[src/rtl/cp0_reg.sv]
// rtl/cp0_reg.sv - CP0 register file (Count/Compare/Status/Cause/EPC/PRId/Config); timer gated by CP0_TIMER_EN
module cp0_reg #(
  parameter logic [31:0] PRID_VALUE   = 32'h004c0102,
  parameter logic [31:0] CONFIG_VALUE = 32'h00008000,
  parameter logic [31:0] STATUS_RST   = 32'h10000000
) (
  input  logic        clk,
  input  logic        rst,
  input  logic        we_i,
  input  logic [4:0]  waddr_i,
  input  logic [31:0] data_i,
  input  logic [4:0]  raddr_i,
  input  logic [5:0]  int_i,
  input  logic [31:0] excepttype_i,
  input  logic [31:0] current_inst_addr_i,
  input  logic        is_in_delayslot_i,
  output logic [31:0] data_o,
  output logic [31:0] count_o,
  output logic [31:0] compare_o,
  output logic [31:0] status_o,
  output logic [31:0] cause_o,
  output logic [31:0] epc_o,
  output logic [31:0] config_o,
  output logic [31:0] prid_o,
  output logic        timer_int_o
);

  localparam logic [4:0] ADDR_COUNT   = 5'd9;
  localparam logic [4:0] ADDR_COMPARE = 5'd11;
  localparam logic [4:0] ADDR_STATUS  = 5'd12;
  localparam logic [4:0] ADDR_CAUSE   = 5'd13;
  localparam logic [4:0] ADDR_EPC     = 5'd14;
  localparam logic [4:0] ADDR_PRID    = 5'd15;
  localparam logic [4:0] ADDR_CONFIG  = 5'd16;

  logic [31:0] status;
  logic [31:0] cause;
  logic [31:0] epc;
  logic [31:0] count;
  logic [31:0] compare;
  logic        timer_int;
  logic        exc_valid;
  logic        exc_eret;
  logic [4:0]  exc_code;

  // Map a committed exception type onto its ExcCode; eret is handled separately
  always_comb begin
    exc_valid = 1'b1;
    exc_code  = 5'h00;
    case (excepttype_i)
      32'h0000_0001: exc_code = 5'h00;
      32'h0000_0008: exc_code = 5'h08;
      32'h0000_000a: exc_code = 5'h0a;
      32'h0000_000d: exc_code = 5'h0d;
      32'h0000_000c: exc_code = 5'h0c;
      default:       exc_valid = 1'b0;
    endcase
  end

  assign exc_eret = (excepttype_i == 32'h0000_000e);

  // Status/Cause/EPC: MTC0 first, then exception commit so it wins on the fields it touches
  always_ff @(posedge clk) begin
    if (rst) begin
      status <= STATUS_RST;
      cause  <= 32'h0;
      epc    <= 32'h0;
    end else begin
      cause[15:10] <= int_i;
      if (we_i) begin
        case (waddr_i)
          ADDR_STATUS: status <= data_i;
          ADDR_EPC:    epc    <= data_i;
          ADDR_CAUSE: begin
            cause[9:8]   <= data_i[9:8];
            cause[23:22] <= data_i[23:22];
          end
          default: ;
        endcase
      end
      if (exc_valid) begin
        // A nested exception (EXL already set) keeps the original return address
        if (!status[1]) begin
          epc      <= is_in_delayslot_i ? current_inst_addr_i - 32'd4 : current_inst_addr_i;
          cause[31] <= is_in_delayslot_i;
        end
        status[1]  <= 1'b1;
        cause[6:2] <= exc_code;
      end else if (exc_eret) begin
        status[1] <= 1'b0;
      end
    end
  end

`ifdef CP0_TIMER_EN
  // Free-running Count, Compare match and sticky timer interrupt cleared by a Compare write
  always_ff @(posedge clk) begin
    if (rst) begin
      count     <= 32'h0;
      compare   <= 32'h0;
      timer_int <= 1'b0;
    end else begin
      count <= count + 32'd1;
      if ((compare != 32'h0) && (count == compare)) timer_int <= 1'b1;
      if (we_i && (waddr_i == ADDR_COUNT)) count <= data_i;
      if (we_i && (waddr_i == ADDR_COMPARE)) begin
        compare   <= data_i;
        timer_int <= 1'b0;
      end
    end
  end
`else
  assign count     = 32'h0;
  assign compare   = 32'h0;
  assign timer_int = 1'b0;
`endif

  // Combinational read port; no bypass of a same-cycle write
  always_comb begin
    data_o = 32'h0;
    if (!rst) begin
      case (raddr_i)
        ADDR_COUNT:   data_o = count;
        ADDR_COMPARE: data_o = compare;
        ADDR_STATUS:  data_o = status;
        ADDR_CAUSE:   data_o = cause;
        ADDR_EPC:     data_o = epc;
        ADDR_PRID:    data_o = PRID_VALUE;
        ADDR_CONFIG:  data_o = CONFIG_VALUE;
        default:      data_o = 32'h0;
      endcase
    end
  end

  assign count_o     = count;
  assign compare_o   = compare;
  assign status_o    = status;
  assign cause_o     = cause;
  assign epc_o       = epc;
  assign config_o    = CONFIG_VALUE;
  assign prid_o      = PRID_VALUE;
  assign timer_int_o = timer_int;

endmodule

[config.mk]
export PLATFORM = sky130hd
export DESIGN_NAME = cp0_reg
export DESIGN_NICKNAME = d
export VERILOG_FILES = /design/src/rtl/cp0_reg.sv
export SDC_FILE = /design/constraint.sdc
export NUM_CORES = 1
export LEC_CHECK = 0
export CAP_MARGIN = 10
export CORE_AREA = 2 2 145 147
export DETAILED_ROUTE_END_ITERATION = 12
export DIE_AREA = 0 0 147 149
export GPL_ROUTABILITY_DRIVEN = 1
export PLACE_DENSITY = 0.62
export SLEW_MARGIN = 20
export SYNTH_ARGS = -nofsm -noshare
export SYNTH_HDL_FRONTEND = slang
export SYNTH_SLANG_ARGS = --single-unit
[constraint.sdc]
create_clock -name clk -period 3 [get_ports clk]
set_input_delay 0.6 -clock clk [delete_from_list [all_inputs] [get_ports clk]]
set_output_delay 0.6 -clock clk [all_outputs]
set_load 0.01 [all_outputs]
==> out/results.ini <==
[grt]
track_usage_pct=16.8
overflow=0
grt_max_degree=74
grt_pass1_wl_mm=28.4
grt_pass1_vias=4961
grt_antenna_before_repair=1

[yosys]
synth_flop_cell=dfxtp_1
ys_seq_area_share_pct=28.5
ys_warn_count=0
yosysUniqueCellTypes=49
syn_area_um2=5550
syn_area_per_cell_um2=7.88
synth_enable_flop_cells=0
async_reset_ff_share_pct=0
syn_inst=704
synth_seq_cells=79

[route]
vias=5335
route.detailed.drc=0
wire_per_inst_um=15.8
via_per_inst=4.36
antenna_left=0
drtIter0Drc=232
firstDrtPassIters=4
drt-total-wl_mm=19.3

[power_and_ir_drop]
cellPowerDensity_nw_per_um2=324
power.share.combinational_pct=17.4
p_seq_share_pct=40.2
ir_drop_mv=0.239
swShare_pct=25.9
internal_power_mw=1.97
p_leak_nw=3.32
power.switching_mw=0.690
clkPwrFrac_pct=42.4

[timing]
drv_slew=0
setup_viol=0
clock_skew_ns=0.0106
slew_headroom_pct=42.8
post-route-period-util_pct=97.4
finalHoldViolations=0
finalSetupTns_ns=0
fin_crit_ns=2.92
fmax_mhz=342
whs_ns=0.474
tightest_slew_ns=0.858

[die]
io_pins=373
initial_core_util_pct=27.0
dieArea_um2=21900
dieHeight_um=149
die_w_um=147
core_um2=20600
rows=53

[clocking]
clock_path_buffers=2
worstSkewPairLatency_ns=0.34
cts_tree=built
htree_levels=3
cts_made_buffers=9
clock_sinks=79
clk_pin_slew_worst_paths_ns=0.06
clk_root_buffer_cell=clkbuf_16

[hold_path]
hold_class=flip-flop to flip-flop
whs_path_depth=2
holdCritStartpoint=status_o[9]
hold_end=status_o[9]

[layout]
layout-drive-gt1-share_pct=11.4
area_growth_pct=47.7
seq_area_um2=1580
fill_cells=2134
multi_input_area_um2=3280
antennaDiodeCount=0
nNetsFinal=1061

[worst_setup_path]
path_class=input port to output pin
critical_path.startpoint=raddr_i[4]
r2r_setup_slack_ns=1.43
crit_path_end_kind=output pin
path_cells=clkdlybuf4s50_1 > nor3b_2 > a21oi_1 > or2_4 > buf_4 > nor2_1 > dlygate4sd2_1
r2r_cells=4
critPathMaxStageDelay_ns=0.50
reg2reg_from=status_o[1]
crit_fanout=6
startpoint_type=input port
slowest_stage=clkdlybuf4s50_1
worstPathArrival_ns=2.32
r2r-end=epc_o[19]
cp_data_required_time_ns=2.40

[outcome]
status=completed

[place]
port_buffers=226
dp_hpwl_mm=14.9
gp_congestion=0.829

[flow_run]
max_cap_viol_count=0

## state kept, by name (all words and copies together) (netlist names)
signal	count
status_o	32
epc_o	32
cause_o	15
## logic make-up (layout without fill, tap and decap cells)
group / count (synthesis) / count (layout) / synth area share (%)
flops: 79 / 79 / 28.5
simple gates: 244 / 244 / 21.4
fa+ha+maj: 1 / 1 / 0.225
compound gates: 110 / 110 / 12.5
buf+inv: 188 / 288 / 22.7
other cells: 2 / 146 / 0.135
xor+xnor: 27 / 27 / 4.26
mux: 53 / 53 / 10.4
## synth_stat cells (all sizes together) (2+ instances only)
cell	instances	area share (%)
buf	153	20
nor2	91	6.2
dfxtp	79	29
nand2	76	5.1
a21oi	50	4.5
mux2	35	7.1
clkbuf	32	2.2
a211oi	30	4.1
mux2i	18	3.2
xor2	15	2.4
a22oi	14	1.9
nor3	13	1.2
nor4	12	1.6
xnor2	12	1.9
nor2b	9	1.0
nand3	6	0.63
nand3b	5	0.68
nor3b	5	0.68
o21ai	5	0.45
or4	4	0.54
inv	3	0.20
nand2b	3	0.34
nand4	3	0.34
nor4b	3	1.0
a31oi	2	0.23
and3	2	0.23
and3b	2	0.32
conb	2	0.14
nand4b	2	0.32
o22ai	2	0.23
or2	2	0.23
or3	2	0.23
## area by class of cell
type	count	share of cell area, %
tap	275	4.20
clock buffer	12	3.13
multi-input combinational	581	40.0
sequential	79	19.3
clock inverter	3	0.519
timing repair buffer	270	32.7
inverter	3	0.137
## how the worst max path moves through the flow
| stage | to | slack [ns] | cells after the start |
|---|---|---|---|
| after floorplan | data_o[17] | 0.63 | 5 |
| after global placement | data_o[20] | -0.33 | 7 |
| after detailed placement | data_o[26] | -0.34 | 7 |
| after CTS | data_o[1] | 0.01 | 7 |
| after global routing | data_o[25] | -0.003 | 8 |
| final | data_o[26] | 0.08 | 7 |
## routing by layer
layer	global-route usage (%)	share of wire (%)	up-vias
met1	20.5	42	2480
met5	0	0.067	-
met3	3.85	7.4	19
met2	29.6	49	233
li1	-	-	2601
met4	4.86	1.4	2
## power by group through the flow
stage | sequential [mW] | clock [mW] | combinational [mW]
after global placement | 1.09 | 0 | 0.449
after detailed placement | 1.09 | 0 | 0.452
after CTS | 1.07 | 1.17 | 0.458
final | 1.07 | 1.13 | 0.462
after floorplan | 1.10 | 0 | 0.324
after global routing | 1.07 | 1.21 | 0.499
## critical path, delay by kind of cell
| kind | cells | cell delay (ns) |
|---|---|---|
| buffers and inverters | 3 | 0.96 |
| and+or+nand+nor | 3 | 0.64 |
| AOI/OAI and AO/OA | 1 | 0.12 |
## stage by stage
stage / std cells / area [um2] / power [mW] / setup slack, ns / utilization (%)
3_5_place_dp: 1204 / 7830 / 1.54 / -0.343 / 38.1
3_3_place_gp: 1204 / 7830 / 1.54 / -0.328 / 38.1
5_1_grt: 1223 / 8200 / 2.78 / -0.00299 / 39.9
2_1_floorplan: 848 / 6090 / 1.42 / 0.629 / -
4_1_cts: 1221 / 8140 / 2.70 / 0.0137 / 39.6
6_report: 1223 / 8200 / 2.66 / 0.0779 / 39.9
## cell usage in the layout, fill, tap and decap left out, types with 20 or more instances in the layout
cell type,synthesis,routed
a211oi_1,30,30
conb_1,2,146
a21oi_1,50,50
dfxtp_1,79,79
nand2_1,76,76
nor2_1,91,91
mux2_2,35,35
dlygate4sd2_1,0,20
buf_4,146,34
clkdlybuf4s50_1,0,192
## repair_timing
| item | in CTS | in global routing |
|---|---|---|
| gates resized for setup | 27 | 15 |
| buffers inserted | 3 | 2 |
| pin swaps | 3 | 0 |
| setup endpoints to repair | 23 | 22 |
| hold buffers | 0 | 0 |
Note: power is estimated with default switching activity, not from simulation.
